<file path="config.mk">
export PLATFORM = sky130hd
export DESIGN_NAME = des_sbox_sequencer
export DESIGN_NICKNAME = d
export VERILOG_FILES = /design/src/rtl/des_sbox_sequencer.sv
export SDC_FILE = /design/constraint.sdc
export NUM_CORES = 1
export LEC_CHECK = 0
export CAP_MARGIN = 30
export CORE_MARGIN = 8
export CORE_UTILIZATION = 43
export DETAILED_ROUTE_END_ITERATION = 10
export GPL_TIMING_DRIVEN = 0
export HOLD_SLACK_MARGIN = 0.12
export PLACE_DENSITY_LB_ADDON = 0.05
export SLEW_MARGIN = 0
export SYNTH_ARGS = -nofsm -noshare
export SYNTH_HDL_FRONTEND = slang
export SYNTH_SLANG_ARGS = --single-unit
</file>
<file path="constraint.sdc">
create_clock -name clk -period 1.3 [get_ports clk]
set_clock_uncertainty 0.15 [all_clocks]
set_input_delay 0.26 -clock clk [delete_from_list [all_inputs] [get_ports clk]]
set_output_delay 0.26 -clock clk [all_outputs]
set_load 0.01 [all_outputs]
</file>
<file path="src/rtl/des_sbox_sequencer.sv">
// des_sbox_sequencer: drives one shared DES S-box port through S1..S8 for a
// 48-bit post-key-mix word and assembles the 32-bit substituted result.
// Optional macro DES_SBOX_PERMUTE_EN applies the DES P-permutation to out_data.
module des_sbox_sequencer #(
   parameter int unsigned SBOX_LAT = 0
) (
   input  logic        clk,
   input  logic        rst,
   input  logic        in_valid,
   output logic        in_ready,
   input  logic [47:0] in_data,
   output logic [2:0]  sbox_sel,
   output logic [5:0]  sbox_in,
   input  logic [3:0]  sbox_out,
   output logic        out_valid,
   input  logic        out_ready,
   output logic [31:0] out_data,
   output logic        busy
);

   localparam int unsigned WW = (SBOX_LAT > 0) ? $clog2(SBOX_LAT + 1) : 1;
   localparam logic [WW-1:0] WMAX = WW'(SBOX_LAT);

   typedef enum logic [1:0] {StIdle, StLookup, StDone} state_e;

   state_e         state_q;
   logic [47:0]    shreg_q;
   logic [31:0]    result_q;
   logic [2:0]     k_q;
   logic [WW-1:0]  w_q;
   logic           in_ready_q;
   logic           out_valid_q;
   logic           busy_q;

   // Sequencer FSM; the chunk register shifts left so the active chunk is always
   // in the top six bits and drains to zero, keeping sbox_in at 0 outside LOOKUP.
   always_ff @(posedge clk) begin
      if (rst) begin
         state_q     <= StIdle;
         shreg_q     <= '0;
         result_q    <= '0;
         k_q         <= '0;
         w_q         <= '0;
         in_ready_q  <= 1'b1;
         out_valid_q <= 1'b0;
         busy_q      <= 1'b0;
      end else begin
         unique case (state_q)
            StIdle: begin
               if (in_valid) begin
                  shreg_q    <= in_data;
                  result_q   <= '0;
                  k_q        <= '0;
                  w_q        <= '0;
                  state_q    <= StLookup;
                  in_ready_q <= 1'b0;
                  busy_q     <= 1'b1;
               end
            end
            StLookup: begin
               if (w_q == WMAX) begin
                  // Nibbles enter at the bottom so S1 ends up in [31:28].
                  result_q <= {result_q[27:0], sbox_out};
                  shreg_q  <= {shreg_q[41:0], 6'd0};
                  w_q      <= '0;
                  if (k_q == 3'd7) begin
                     k_q         <= '0;
                     state_q     <= StDone;
                     out_valid_q <= 1'b1;
                  end else begin
                     k_q <= k_q + 3'd1;
                  end
               end else begin
                  w_q <= w_q + 1'b1;
               end
            end
            StDone: begin
               if (out_ready) begin
                  state_q     <= StIdle;
                  out_valid_q <= 1'b0;
                  busy_q      <= 1'b0;
                  in_ready_q  <= 1'b1;
               end
            end
            default: begin
               state_q <= StIdle;
            end
         endcase
      end
   end

   assign in_ready  = in_ready_q;
   assign out_valid = out_valid_q;
   assign busy      = busy_q;
   assign sbox_sel  = k_q;
   assign sbox_in   = shreg_q[47:42];

`ifdef DES_SBOX_PERMUTE_EN
   // DES P-permutation: output bit i (1 = MSB) takes input bit P[i].
   assign out_data = {result_q[16], result_q[25], result_q[12], result_q[11],
                      result_q[3],  result_q[20], result_q[4],  result_q[15],
                      result_q[31], result_q[17], result_q[9],  result_q[6],
                      result_q[27], result_q[14], result_q[1],  result_q[22],
                      result_q[30], result_q[24], result_q[8],  result_q[18],
                      result_q[0],  result_q[5],  result_q[29], result_q[23],
                      result_q[13], result_q[19], result_q[2],  result_q[26],
                      result_q[10], result_q[21], result_q[28], result_q[7]};
`else
   assign out_data = result_q;
`endif

endmodule
</file>
==> results.md, run 1 <==
* Crit-path cells: and2b_2 -> buf_6 -> or3b_1 -> a21oi_1
* Port Buffer Count at 99
* Overall die area at 11200 um2
* Via count of the first global-routing pass at 3182
* Unrepaired setup endpoints after global routing: yes
* Wire length of the first global-routing pass at 15900 um
* Total global-route track usage at 0.174
* Clock tree buffer depth at 2
* Number of cells in the design after placement at 511
* WS Path Type: reg -> reg
* Fin cells at 559
* Synth cell types at 28
* Compound-gate portion of the synthesized area at 0.235
* Critical-path maximum fanout at 6
* Critical path launch point type: register
* Starting density of the core at 0.432
* Vert. Die Dim at 106 um
* Sequential element share of the synthesized area at 0.506
* Final setup vio count at 82
* Endpoint arrival time on the critical path at 1.54 ns
* Number of storage elements in the synthesis netlist at 88
* DRC violations left at 0
* Yosys Warn Count at 0
* Final worst slack at -0.117 ns
* P per Cell Area at 1070 nW/um2
* Number of nets in the layout at 508
* Total leakage power at 2.23 nW
* Post-Synthesis Cell Area at 3480 um2
* Diodes inserted at 0
* # fillers at 614
* Critical Path RT at 1.42 ns
* Post-DRT Antenna Nets at 0
* Count of final max-slew check failures at 0
* 1st-pass router iterations at 4
* Root buf cell: sky130_fd_sc_hd__clkbuf_8
* Synthesized area per cell at 11.3 um2
* Highest clock frequency the design can meet at 706 MHz
* Worst Tran Pin Value at 0.408 ns
* Relative area change from synthesis to final layout at 61.7%
* Mapped Cells at 307
* WL per Instance at 17.5 um
* Failing checks: setup timing
* Hold violation count in the final report at 0
* Reg2reg start: state_q[0]
* Clock transition time at the flip-flop clock pins of the worst setup and hold paths at 0.08 ns
* Vias per cell at 5.15
* Post-detailed-placement cell area at 4650 um2
* Largest incremental delay on the critical path at 0.41 ns
* Cell Rows at 33
* Most frequent standard cell in the layout excluding fill and tap cells: sky130_fd_sc_hd__clkdlybuf4s50_1
* XOR/XNOR share of the synthesized area at 0
* Clk_lat worst skew at 0.35 ns
* Summed area of non-filler cells in the final layout at 5630 um2
* Most frequent cells in the layout: sky130_fd_sc_hd__clkdlybuf4s50_1, sky130_fd_sc_hd__dfxtp_1, sky130_fd_sc_hd__dfxtp_2, sky130_fd_sc_hd__nor2_1, sky130_fd_sc_hd__buf_2
* GPL Wtd Cong at 0.723
* Final WL at 9770 um
* Deepest level of the CTS H-tree at 3
* Max VDD drop at 0.674 mV
* Worst slack, placed at -0.741 ns
* Classification of the worst-slack hold path: reg -> reg
* Multiplexer share of the synthesized area at 0.121
* Final worst path period need at 1.42 ns
* IO Pins at 100
* Maximum number of pins on one net before global-route repair at 15
* Violation count after the first detailed-route iteration at 48
* Area occupied by registers at 1830 um2
* Cell type of the slowest stage on the worst timing path: sky130_fd_sc_hd__dfxtp_4
* TritonCTS clock tree: built
* Element type at the critical path end: register
* Post-Route Setup TNS at -4.31 ns
* Simple-gate area share of the yosys netlist at 0.0640
* Die Span X at 106 um
* Main combinational cell family by area after synthesis: compound AO/OA/AOI/OAI gates
* Worst Hold Launch: shreg_q[9]
* Adder-Cell Fraction of Synth Area at 0.00719
* Max-cap viol count at 0
* Status: finished with violations
* Floorplan Core Area at 8050 um2
* Syn nets at 365
* Multi-input combinational cell area at 1920 um2
* Final worst path period share at 1.09
* Critical path startpoint: state_q[0]
* Overflow left after global routing at 0
* Total CTS buffers at 9
* Antenna violations before repair at 0
* Number of clock sinks at 88
* Share of final-layout standard cells stronger than drive strength 1 at 0.551
* CTS Hold Bufs at 0
* Worst hold slack at 0.316 ns
* Rel. slew slack at 0.728
* Via count at 2880
* HPWL after detailed placement at 6200 um
==> flip-flops by register name, summed over array words and instances (netlist names) <==
name,cells
busy,1
in_ready,1
out_data,32
out_valid,1
sbox_sel,3
shreg_q,48
state_q,2
==> report_power, final <==
part	internal [mW]	switching, mW
combinational	0.664	0.497
sequential	2.83	0.109
clock	0.986	0.947
total	4.48	1.55
==> critical path: cells and delay by family, from the launching register on <==
kind / cells / cell delay (ns)
AOI/OAI and AO/OA: 1 / 0.13
buffers and inverters: 1 / 0.11
DFF: 1 / 0.41
and+or+nand+nor: 2 / 0.54
==> layout make-up <==
type | count | share of cell area
multi-input cells | 185 | 0.341
flip-flops and latches | 88 | 0.325
repair buffers | 137 | 0.213
plain buffers | 27 | 0.0596
clock buffers | 11 | 0.0269
well taps | 105 | 0.0233
clock inverters | 4 | 0.00956
inverters | 2 | 0.00133
==> what timing repair did <==
item | CTS | global route
resized for setup | 329 | 33
pin swaps | 12 | 8
endpoints found under the setup margin | 127 | 97
setup buffers | 22 | 7
cloned | 8 | 2
==> cell usage after synthesis <==
cell / n / share of area
sky130_fd_sc_hd__nand2b_1: 2 / 0.0036
sky130_fd_sc_hd__o2bb2ai_1: 32 / 0.080
sky130_fd_sc_hd__and3b_1: 1 / 0.0025
sky130_fd_sc_hd__and2_1: 1 / 0.0018
sky130_fd_sc_hd__buf_2: 13 / 0.019
sky130_fd_sc_hd__nor3_1: 1 / 0.0014
sky130_fd_sc_hd__and2b_2: 1 / 0.0025
sky130_fd_sc_hd__o2bb2ai_2: 10 / 0.043
sky130_fd_sc_hd__nor2b_1: 1 / 0.0018
sky130_fd_sc_hd__inv_1: 2 / 0.0022
sky130_fd_sc_hd__and2b_1: 1 / 0.0022
sky130_fd_sc_hd__nand2_1: 1 / 0.0011
sky130_fd_sc_hd__a21o_1: 1 / 0.0022
sky130_fd_sc_hd__clkbuf_1: 4 / 0.0043
sky130_fd_sc_hd__mux2i_1: 42 / 0.12
sky130_fd_sc_hd__buf_4: 9 / 0.019
sky130_fd_sc_hd__or3b_1: 1 / 0.0025
sky130_fd_sc_hd__or2_1: 1 / 0.0018
sky130_fd_sc_hd__buf_6: 7 / 0.023
sky130_fd_sc_hd__ha_1: 2 / 0.0072
sky130_fd_sc_hd__o32ai_1: 2 / 0.0050
sky130_fd_sc_hd__dfxtp_1: 88 / 0.51
sky130_fd_sc_hd__a22oi_1: 33 / 0.071
sky130_fd_sc_hd__o21bai_4: 2 / 0.011
sky130_fd_sc_hd__a22o_1: 6 / 0.015
sky130_fd_sc_hd__a21oi_1: 5 / 0.0072
sky130_fd_sc_hd__nor2_1: 37 / 0.040
sky130_fd_sc_hd__nor4bb_1: 1 / 0.0029
==> worst paths after layout <==
path / end / slack (ns) / cells past startpoint
max: sbox_sel[0] / -0.12 / 4
min: shreg_q[9] / 0.32 / 1
max reg2reg: sbox_sel[0] / -0.12 / 4
min reg2reg: shreg_q[9] / 0.32 / 1
==> cell families after synthesis <==
logic type / after synthesis
AOI/OAI and AO/OA: 91
buffers and inverters: 35
DFF: 88
and+or+nand+nor: 49
muxes: 42
adders and majority gates: 2
==> routing by layer <==
metal,global-route usage,wire length [um],up-vias
met1,0.196,4170,1382
met5,0,0,-
met3,0.0575,605,9
li1,-,-,1423
met4,0.0704,115,0
met2,0.298,4870,66
==> through the flow <==
step	util	power, mW
after floorplan	-	3.46
after global placement	0.578	3.82
after detailed placement	0.578	3.83
after CTS	0.673	6.01
after global routing	0.699	6.31
final	0.699	6.03
No activity file was read; power rests on OpenSTA's default activity.
==> run 2, diff against run 1 <==
CORE_UTILIZATION = 47   (was 43)
GPL_TIMING_DRIVEN = unset   (was 0)
clock period = 1.6 ns   (was 1.3 ns; I/O delays follow)
==> run 2 against run 1 <==
Net effect:
- the flow now finishes without violations
- first-iteration DRC count grew 4.2%
- sequential power shrank 19%
- register-to-register slack gained 0.23 ns
- die area shrank 7.3%
- critical path depth grew 1
- total power shrank 25%
- critical path type is now in -> reg
- highest routed layer unchanged
==> results.md, run 2 (synthesized netlist as in run 1, its figures left out) <==
* Critical Path RT at 1.72 ns
* Share of final-layout standard cells stronger than drive strength 1 at 0.118
* # fillers at 613
* Register with the highest flop count: shreg_q
* Starting density of the core at 0.483
* Post-DRT Antenna Nets at 0
* Number of clock sinks at 88
* Hold violation count in the final report at 0
* Overall power of the completed layout at 4.54 mW
* Classification of the worst-slack hold path: reg -> reg
* Status: finished clean
* HPWL after detailed placement at 5780 um
* Total leakage power at 1.94 nW
* Overall die area at 10400 um2
* Relative area change from synthesis to final layout at 34.9%
* Final WL at 8110 um
* Highest clock frequency the design can meet at 668 MHz
* Worst Hold Launch: shreg_q[31]
* Reg2reg start: sbox_sel[0]
* Critical-path maximum fanout at 22
* Clk_lat worst skew at 0.34 ns
* Endpoint arrival time on the critical path at 1.62 ns
* Clock transition time at the flip-flop clock pins of the worst setup and hold paths at 0.09 ns
* Critical path launch point type: input port
* Clock tree buffer depth at 2
* Unrepaired setup endpoints after global routing: no
* IO Pins at 100
* DRC violations left at 0
* Summed area of non-filler cells in the final layout at 4700 um2
* GPL Wtd Cong at 0.714
* Final core occ at 0.651
* Total CTS buffers at 9
* Most frequent standard cell in the layout excluding fill and tap cells: sky130_fd_sc_hd__dfxtp_1
* Violation count after the first detailed-route iteration at 50
* Floorplan Core Area at 7210 um2
* Rel. slew slack at 0.753
* Root buf cell: sky130_fd_sc_hd__clkbuf_8
* Die Span X at 102 um
* Worst Tran Pin Value at 0.370 ns
* Via count at 2669
* Final worst path period share at 0.936
* Final setup vio count at 0
* Max VDD drop at 0.569 mV
* WS Path Type: in -> reg
* Element type at the critical path end: register
* Post-detailed-placement cell area at 4540 um2
* Maximum number of pins on one net before global-route repair at 39
* Overflow left after global routing at 0
* Wire length of the first global-routing pass at 13000 um
* Most frequent cells in the layout: sky130_fd_sc_hd__dfxtp_1, sky130_fd_sc_hd__clkdlybuf4s50_1, sky130_fd_sc_hd__dlygate4sd2_1, sky130_fd_sc_hd__mux2i_1, sky130_fd_sc_hd__nor2_1
* Vert. Die Dim at 102 um
* Diodes inserted at 0
* P per Cell Area at 968 nW/um2
* Port Buffer Count at 99
* Antenna violations before repair at 0
* Via count of the first global-routing pass at 2705
* Count of final max-slew check failures at 0
* Cell Rows at 31
* Vias per cell at 5.27
* 1st-pass router iterations at 4
* Number of cells in the design after placement at 490
* Deepest level of the CTS H-tree at 3
* Critical path startpoint: rst
* Total global-route track usage at 0.157
* TritonCTS clock tree: built
* Fin cells at 506
* Number of nets in the layout at 460
* Number of flip-flops under the largest register name at 48
* Max-cap viol count at 0
* Worst hold slack at 0.317 ns
* WL per Instance at 16.0 um
* Final worst path period need at 1.50 ns
==> run 2: cell count changes in the layout (fill, tap and decap cells not counted), sizes merged <==
cell           change
buf               -87
dlygate4sd2       +42
clkbuf             -4
clkdlybuf4s50      +2
clkinv             +1
o21bai             -1
==> run 2: power by group <==
part,switching (mW),internal (mW)
logic,0.280,0.334
registers,0.0699,2.30
clock network,0.755,0.802
total,1.11,3.44
==> run 2: final cells by class <==
class                   instances  area (um2)  share of cell area
clock buffers                  11         151              0.0322
clock inverters                 5        55.1              0.0117
inverters                       2        7.51             0.00160
multi-input cells             184        1490               0.317
flip-flops and latches         88        1760               0.375
well taps                      99         124              0.0264
repair buffers                117        1110               0.236
==> run 2: critical path, stage by stage <==
cell	delay [ns]
sky130_fd_sc_hd__clkdlybuf4s50_1	0.49
sky130_fd_sc_hd__or2_1	0.28
sky130_fd_sc_hd__o21bai_4	0.20
sky130_fd_sc_hd__buf_12	0.17
sky130_fd_sc_hd__o2bb2ai_1	0.15
==> run 2: routing by layer <==
metal / vias up / GRT usage / wire [um]
li1: 1317 / - / -
met1: 1276 / 0.182 / 3530
met2: 68 / 0.243 / 3740
met3: 8 / 0.0722 / 735
met4: 0 / 0.0711 / 109
met5: - / 0 / 0
==> run 2: final timing paths <==
kind	to	slack [ns]	depth (start not counted)
min	shreg_q[31]	0.32	1
max	shreg_q[47]	0.10	5
min reg2reg	shreg_q[31]	0.32	1
max reg2reg	sbox_sel[0]	0.11	4
==> run 2: per-stage QoR <==
step           TNS (ns)  setup slack, ns
2_1_floorplan         0            0.170
3_3_place_gp     -15.40           -0.237
5_1_grt               0           0.0349
6_report              0            0.103
4_1_cts               0           0.0891
3_5_place_dp     -16.22           -0.257
==> run 2: repair_timing <==
action / 4_1_cts / 5_1_grt
endpoints found under the setup margin: 44 / 0
gates resized for setup: 44 / 0
hold buffers: 0 / 0
setup buffers: 0 / 0
==> run 3, diff against run 2 <==
CAP_MARGIN = 20   (was 30)
==> results of run 3 <==
The final DEF is identical to that of run 2; final timing and power are the same.
